File: src/rtl/pmmu_arbiter.sv
// pmmu_arbiter: shares the single Pmmu port between the CPU and the loader/debug port.
// Round-robin on ties, one access in flight, each access aborted after TIMEOUT cycles
// without mem_rdy_i. All Pmmu-side outputs and the done/err pulses are registered.
module pmmu_arbiter #(
    parameter int DATA_WIDTH = 32,
    parameter int TIMEOUT    = 15
) (
    input  logic                  clk_i,
    input  logic                  reset_i,
    input  logic                  cpu_rd_i,
    input  logic                  cpu_wr_i,
    input  logic [DATA_WIDTH-1:0] cpu_addr_i,
    input  logic [DATA_WIDTH-1:0] cpu_wd_i,
    input  logic [2:0]            cpu_funct3_i,
    input  logic                  ldr_rd_i,
    input  logic                  ldr_wr_i,
    input  logic [DATA_WIDTH-1:0] ldr_addr_i,
    input  logic [DATA_WIDTH-1:0] ldr_wd_i,
    input  logic [2:0]            ldr_funct3_i,
    input  logic                  mem_rdy_i,
    input  logic [DATA_WIDTH-1:0] mem_rd_i,
    output logic [DATA_WIDTH-1:0] mem_addr_o,
    output logic [DATA_WIDTH-1:0] mem_wd_o,
    output logic [2:0]            mem_funct3_o,
    output logic                  mem_rd_o,
    output logic                  mem_wr_o,
    output logic [DATA_WIDTH-1:0] rd_data_o,
    output logic                  cpu_busy_o,
    output logic                  cpu_done_o,
    output logic                  ldr_done_o,
    output logic                  err_o
);
    localparam logic [1:0] S_IDLE    = 2'd0;
    localparam logic [1:0] S_CPU_ACC = 2'd1;
    localparam logic [1:0] S_LDR_ACC = 2'd2;
    localparam logic [1:0] S_DONE    = 2'd3;

    // Timer counts ACC cycles already spent; abort on the TIMEOUT-th ACC cycle.
    localparam int TW = (TIMEOUT > 1) ? $clog2(TIMEOUT) : 1;
    localparam logic [TW-1:0] TIMER_LAST = TW'(TIMEOUT - 1);

    logic [1:0]            state_q, state_d;
    logic                  last_cpu_q, last_cpu_d;
    logic [TW-1:0]         timer_q, timer_d;
    logic [DATA_WIDTH-1:0] addr_q, addr_d;
    logic [DATA_WIDTH-1:0] wd_q, wd_d;
    logic [2:0]            funct3_q, funct3_d;
    logic                  mrd_q, mrd_d;
    logic                  mwr_q, mwr_d;
    logic [DATA_WIDTH-1:0] rdata_q, rdata_d;
    logic                  cpu_done_q, cpu_done_d;
    logic                  ldr_done_q, ldr_done_d;
    logic                  err_q, err_d;

    logic req_c, req_l, grant_cpu;

    assign req_c = cpu_rd_i | cpu_wr_i;
    assign req_l = ldr_rd_i | ldr_wr_i;
    // CPU wins when alone, or on a tie when the loader was served last.
    assign grant_cpu = req_c & (~req_l | ~last_cpu_q);

    // Next-state: arbitration in IDLE, completion/timeout in ACC, one settle cycle in DONE.
    always_comb begin
        state_d    = state_q;
        last_cpu_d = last_cpu_q;
        timer_d    = timer_q;
        addr_d     = addr_q;
        wd_d       = wd_q;
        funct3_d   = funct3_q;
        mrd_d      = mrd_q;
        mwr_d      = mwr_q;
        rdata_d    = rdata_q;
        cpu_done_d = 1'b0;
        ldr_done_d = 1'b0;
        err_d      = 1'b0;
        case (state_q)
            S_IDLE: begin
                if (req_c | req_l) begin
                    timer_d    = '0;
                    last_cpu_d = grant_cpu;
                    if (grant_cpu) begin
                        state_d  = S_CPU_ACC;
                        addr_d   = cpu_addr_i;
                        wd_d     = cpu_wd_i;
                        funct3_d = cpu_funct3_i;
                        // rd+wr together is a write
                        mrd_d    = cpu_rd_i & ~cpu_wr_i;
                        mwr_d    = cpu_wr_i;
                    end else begin
                        state_d  = S_LDR_ACC;
                        addr_d   = ldr_addr_i;
                        wd_d     = ldr_wd_i;
                        funct3_d = ldr_funct3_i;
                        mrd_d    = ldr_rd_i & ~ldr_wr_i;
                        mwr_d    = ldr_wr_i;
                    end
                end
            end
            S_CPU_ACC, S_LDR_ACC: begin
                if (mem_rdy_i || timer_q == TIMER_LAST) begin
                    state_d    = S_DONE;
                    mrd_d      = 1'b0;
                    mwr_d      = 1'b0;
                    cpu_done_d = (state_q == S_CPU_ACC);
                    ldr_done_d = (state_q == S_LDR_ACC);
                    err_d      = ~mem_rdy_i;
                    rdata_d    = mem_rdy_i ? mem_rd_i : '0;
                end else begin
                    timer_d = timer_q + 1'b1;
                end
            end
            default: state_d = S_IDLE;
        endcase
    end

    // State and output registers; reset drops strobes and pulses immediately.
    always_ff @(posedge clk_i or posedge reset_i) begin
        if (reset_i) begin
            state_q    <= S_IDLE;
            last_cpu_q <= 1'b1;
            timer_q    <= '0;
            addr_q     <= '0;
            wd_q       <= '0;
            funct3_q   <= '0;
            mrd_q      <= 1'b0;
            mwr_q      <= 1'b0;
            rdata_q    <= '0;
            cpu_done_q <= 1'b0;
            ldr_done_q <= 1'b0;
            err_q      <= 1'b0;
        end else begin
            state_q    <= state_d;
            last_cpu_q <= last_cpu_d;
            timer_q    <= timer_d;
            addr_q     <= addr_d;
            wd_q       <= wd_d;
            funct3_q   <= funct3_d;
            mrd_q      <= mrd_d;
            mwr_q      <= mwr_d;
            rdata_q    <= rdata_d;
            cpu_done_q <= cpu_done_d;
            ldr_done_q <= ldr_done_d;
            err_q      <= err_d;
        end
    end

    assign mem_addr_o   = addr_q;
    assign mem_wd_o     = wd_q;
    assign mem_funct3_o = funct3_q;
    assign mem_rd_o     = mrd_q;
    assign mem_wr_o     = mwr_q;
    assign rd_data_o    = rdata_q;
    assign cpu_done_o   = cpu_done_q;
    assign ldr_done_o   = ldr_done_q;
    assign err_o        = err_q;
    // Released in the CPU's own DONE cycle so the ControlMatrix can advance.
    assign cpu_busy_o   = req_c & ~(state_q == S_DONE && last_cpu_q);
endmodule

File: config.mk
export PLATFORM = sky130hd
export DESIGN_NAME = pmmu_arbiter
export DESIGN_NICKNAME = d
export VERILOG_FILES = /design/src/rtl/pmmu_arbiter.sv
export SDC_FILE = /design/constraint.sdc
export NUM_CORES = 1
export LEC_CHECK = 0
export CAP_MARGIN = 20
export CELL_PAD_IN_SITES_DETAIL_PLACEMENT = 0
export CELL_PAD_IN_SITES_GLOBAL_PLACEMENT = 1
export CORE_AREA = 2 2 138 140
export CTS_BUF_LIST = sky130_fd_sc_hd__clkbuf_4 sky130_fd_sc_hd__clkbuf_8
export CTS_CLUSTER_SIZE = 25
export DETAILED_ROUTE_END_ITERATION = 10
export DIE_AREA = 0 0 140 142
export PLACE_DENSITY = 0.81
export SYNTH_ARGS = -nofsm -noshare
export SYNTH_HDL_FRONTEND = slang
export SYNTH_SLANG_ARGS = --single-unit
File: constraint.sdc
create_clock -name clk_i -period 4.3 [get_ports clk_i]
set_input_delay 0.43 -clock clk_i [delete_from_list [all_inputs] [get_ports clk_i]]
set_output_delay 0.43 -clock clk_i [all_outputs]
set_load 0.02 [all_outputs]
* Word level (Yosys, flattened, before mapping) *
Index checks and enable logic that the tools add are counted.

cells by class
  add/subtract/negate cells = 1
  equality and inequality tests = 7
  multiplexer cells = 24
  bitwise gates (word level) = 14
  reduce and logical (&&, ||, !) cells = 10

operators with widths
  kind                                                 count
  2-to-1 mux 32 bit                                    3
  2-to-1 mux 1 bit                                     11
  2-to-1 mux 4 bit                                     2
  one-hot mux 4 bit (2 select lines)                   1
  2-to-1 mux 2 bit                                     3
  != test 2 bit, second input constant                 3
  inverter 1 bit                                       6
  AND reduction 2 bit                                  3
  AND reduction 3 bit                                  2
  adder 4 x 1 -> 4 bit, second input constant          1
  bitwise AND 1 bit                                    4
  equality test 2 bit, second input constant           2
  equality test 4 bit, second input constant           1
  OR 1 bit                                             4
  one-hot mux 1 bit (2 select lines)                   2
  one-hot mux 2 bit (2 select lines)                   1
  2-to-1 mux 3 bit                                     1
  equality test 2 x 1 -> 1 bit, second input constant  1
  zero test 2 bit                                      1
  nonzero test 2 bit                                   1
  OR reduction 2 bit                                   1
  logical AND 1 bit                                    1
  logical OR 1 bit                                     1

storage, ports and cells
  register bits = 111
  input bits = 173
  output and inout bits = 105
  logic and storage cells = 68

* Depth between registers and ports, before layout *
  word-level depth = 7
  mapped depth = 7
  mapped depth without buffers = 5

* Worst setup path after synthesis *
Ideal clock, no wire load.

  path type = input to output
  start point = in cpu_wr_i
  end point = out cpu_busy_o
  data arrival time = 1.394 ns
  data required time = 3.870 ns
  slack = 2.476 ns
  stages on the path = 5
  path buffers = 3
  cells stage by stage = buf_2 -> nor2_1 -> clkbuf_1 -> buf_2 -> a21oi_1

on the way
  cells in the longest elaborated chain, start to end = 2

ends and longest elaborated chain
  what                RTL line  RTL
  start: declaration  11        input logic cpu_wr_i,
  OR 1 bit            57        assign req_c = cpu_rd_i | cpu_wr_i;
  bitwise AND 1 bit   157       assign cpu_busy_o = req_c & ~(state_q == S_DONE && last_cpu_q);
  end: declaration    28        output logic cpu_busy_o,

Every way passes these cells.

* Worst setup path in the final report *
  start point = reg state_q[1]
  end point = reg addr_q[24] (netlist: mem_addr_o[24])

on the way
  cells in the longest elaborated chain, start to end = 2

ends and longest elaborated chain
  what                                  RTL line  RTL
  start: declaration                    42        logic [1:0] state_q, state_d;
  start signal: assignment              132       state_q <= state_d;
  zero test 2 bit                       76        case (state_q)
  AND reduction 2 bit (no source line)  --
  end signal: assignment                135       addr_q <= addr_d;
  end: declaration                      45        logic [DATA_WIDTH-1:0] addr_q, addr_d;

Every way passes these cells.
A chain may end at the register's enable or synchronous reset.

==> flow_metrics.env <==
export IMPL_htreeDepth=3
export IMPL_synth_distinct_cells=48
export IMPL_die_x_um=140
export IMPL_synth_avg_cell_area_um2=9.66
export IMPL_arrival_ns=2.90
export IMPL_vias=5264
export IMPL_syn_area_mm2=0.00521
export IMPL_synthesis_nets=718
export IMPL_drc_errors=22
export IMPL_drive_above_1_share=0.0508
export IMPL_fmax_ghz=0.386
export IMPL_core_mm2=0.0185
export IMPL_grt_overflow_total=0
export IMPL_critical_path_class="register to register"
export IMPL_vdd_drop_max_v=0.000281
export IMPL_synth_edff_count=0
export IMPL_start_kind="register"
export IMPL_ctsResizeCount=0
export IMPL_critPathBufInv=2
export IMPL_internal_power_w=0.00348
export IMPL_fin_crit_sh=0.603
export IMPL_async_flop_share=1.00
export IMPL_period_needed_ns=2.59
export IMPL_yosysTopAreaCell="dfrtp_1"
export IMPL_slowest_delay_ns=0.90
export IMPL_synth_cells=539
export IMPL_cts_clk_slew_worst_paths_ns=0.11
export IMPL_portBuffers=277
export IMPL_place_area_mm2=0.00817
export IMPL_grt_usage=0.184
export IMPL_crit_required_ns=4.61
export IMPL_grt_max_degree=69
export IMPL_p_switching_w=0.00263
export IMPL_rsz0062_at_grt="no"
export IMPL_synth_seq_cells=111
export IMPL_hold_path_class="input port to asynchronous set/reset pin"
export IMPL_first_pass_iters=8
export IMPL_routed_wl_um=18700
export IMPL_p_leak_nw=3.32
export IMPL_routabilityCongestion=0.744
export IMPL_dieArea_mm2=0.0199
export IMPL_fp_dieH_um=142
export IMPL_critPathCaptureType="register"
export IMPL_final_antenna_net_count=0
export IMPL_r2r_setup_slack_ns=1.71
export IMPL_dp_hpwl_um=12700
export IMPL_avgRoutedWirePerCell_um=18.3
export IMPL_synth_area_leaders="dfrtp_1, a31oi_1, a21oi_1, o21ai_0, a22o_1"
export IMPL_power_frac_seq=0.306
export IMPL_via_per_inst=5.15
export IMPL_pwr_share_comb=0.580
export IMPL_ctsHoldBuffers=0
export IMPL_slew_violations=0
export IMPL_hold_violations=0
export IMPL_final_nets=962
export IMPL_status="finished with violations"
export IMPL_crit_start="state_q[1]"
export IMPL_antenna_found_initial=0
export IMPL_clk_latency_ns=0.39
export IMPL_violations="design-rule violations"
export IMPL_powerDensity_mw_per_mm2=728
export IMPL_cts_tree="built"
export IMPL_io_pins=278
export IMPL_fin_skew_ns=0.0124
export IMPL_post_cts_buffers=0
export IMPL_seq_area_frac_synth=0.534
export IMPL_slowest_stage="o41a_2"
export IMPL_ys_flop_type="dfrtp_1"
export IMPL_worst_pin_slew_ns=0.937
export IMPL_worstPathCellList="inv_1 > ha_1 > o41a_2 > buf_4 > nor2_1 > a21oi_1"
export IMPL_finalSetupTns_ns=0
export IMPL_cap_violations=0
export IMPL_timing_rr_start="state_q[1]"
export IMPL_cp_max_fo=44
export IMPL_clock_sinks=111
export IMPL_synth_top_area_share=0.529
export IMPL_stdcell_area_mm2=0.00839
export IMPL_first_global_vias=5199
export IMPL_setup_violations_final=0
export IMPL_diodes=0
export IMPL_crit_family="compound AO/OA/AOI/OAI gates"
export IMPL_rows=50
export IMPL_cts_root_buf="clkbuf_8"
export IMPL_first_iter_violations=336
export IMPL_initial_core_util=0.282
export IMPL_slew_headroom=0.376
export IMPL_switching_share=0.430
export IMPL_syn2layout_area_growth_pct=61.2
export IMPL_clkPwrFrac=0.114
export IMPL_grt_pass1_wl_um=29100
export IMPL_cts_made_buffers=9
export IMPL_yosysWarningCount=0
export IMPL_max_clock_path_buffers=2
export IMPL_fin_hold_ws_ns=0.504
worst register-to-register path: stages, from the launching register on:
cell	delay (ns)
dfrtp_1	0.41
inv_1	0.11
ha_1	0.54
o41a_2	0.90
buf_4	0.38
nor2_1	0.06
a21oi_1	0.11
layer usage:
| layer | global-route usage | wire length, µm |
|---|---|---|
| met5 | 0 | 0 |
| met4 | 0.0665 | 377 |
| met3 | 0.0609 | 1870 |
| met2 | 0.299 | 8700 |
| met1 | 0.231 | 7730 |
layout make-up:
cell class / count / area (µm²)
fill: 1780 / 10100
multi-input combinational: 364 / 2160
clock buffer: 11 / 151
sequential: 111 / 2780
timing repair buffer: 288 / 2910
clock inverter: 5 / 61.3
inverter: 9 / 36.3
tap: 234 / 293
worst paths after layout:
path,depth (start not counted),endpoint
max reg2reg,6,mem_addr_o[24]
min reg2reg,1,rd_data_o[16]
max,6,mem_addr_o[24]
min,2,rd_data_o[19]
min in group clk_i,1,rd_data_o[16]
max in group asynchronous,3,last_cpu_q
per-stage QoR:
| stage | cells | utilization | worst slack, ns | power [W] |
|---|---|---|---|---|
| floorplan | 539 | - | 0.941 | 0.00384 |
| global placement | 1004 | 0.441 | 1.63 | 0.00538 |
| detailed placement | 1005 | 0.442 | 1.60 | 0.00544 |
| CTS | 1021 | 0.454 | 1.69 | 0.00617 |
| global route | 1022 | 0.455 | 1.44 | 0.00652 |
| finish | 1022 | 0.455 | 1.71 | 0.00611 |
sequential cells by signal, indices dropped and copies added (netlist names):
register	flops
timer_q	4
cpu_done_o	1
mem_funct3_o	3
state_q	2
last_cpu_q	1
mem_rd_o	1
ldr_done_o	1
err_o	1
mem_addr_o	32
rd_data_o	32
mem_wr_o	1
mem_wd_o	32
synth_stat cells (6+ instances only):
| cell | instances |
|---|---|
| nand3_1 | 6 |
| a31oi_1 | 67 |
| o21ai_0 | 68 |
| a22o_1 | 32 |
| inv_1 | 9 |
| nand2_1 | 6 |
| ha_1 | 6 |
| nor2_1 | 69 |
| a21oi_1 | 68 |
| dfrtp_1 | 110 |
| buf_2 | 18 |
| clkbuf_1 | 34 |
power groups by stage:
stage	Clock, W	Combinational (W)	Sequential [W]
2_1_floorplan	0	0.00141	0.00243
6_report	0.000697	0.00354	0.00187
3_5_place_dp	0	0.00355	0.00189
5_1_grt	0.000760	0.00382	0.00194
3_3_place_gp	0	0.00350	0.00188
4_1_cts	0.000724	0.00357	0.00187
layout by cell type, fill, tap and decap left out, types with 6 or more instances in the layout:
cell type / instances
clkbuf_8: 11
buf_4: 7
dfrtp_1: 110
a31oi_1: 67
nand3_1: 6
inv_1: 8
nor2_1: 68
o21ai_0: 68
a21oi_1: 68
clkdlybuf4s50_1: 277
nand2_1: 6
a22o_1: 32
ha_1: 6
cell families (layout without fill, tap and decap cells):
| logic type | count (synthesis) | in the layout | share of synthesized area |
|---|---|---|---|
| AOI/OAI and AO/OA | 259 | 259 | 0.310 |
| DFF | 111 | 111 | 0.534 |
| and+or+nand+nor | 97 | 97 | 0.0836 |
| buffers and inverters | 64 | 313 | 0.0541 |
| adders and majority gates | 6 | 6 | 0.0144 |
| muxes | 2 | 2 | 0.00384 |
(Power assumes the default switching activity.)
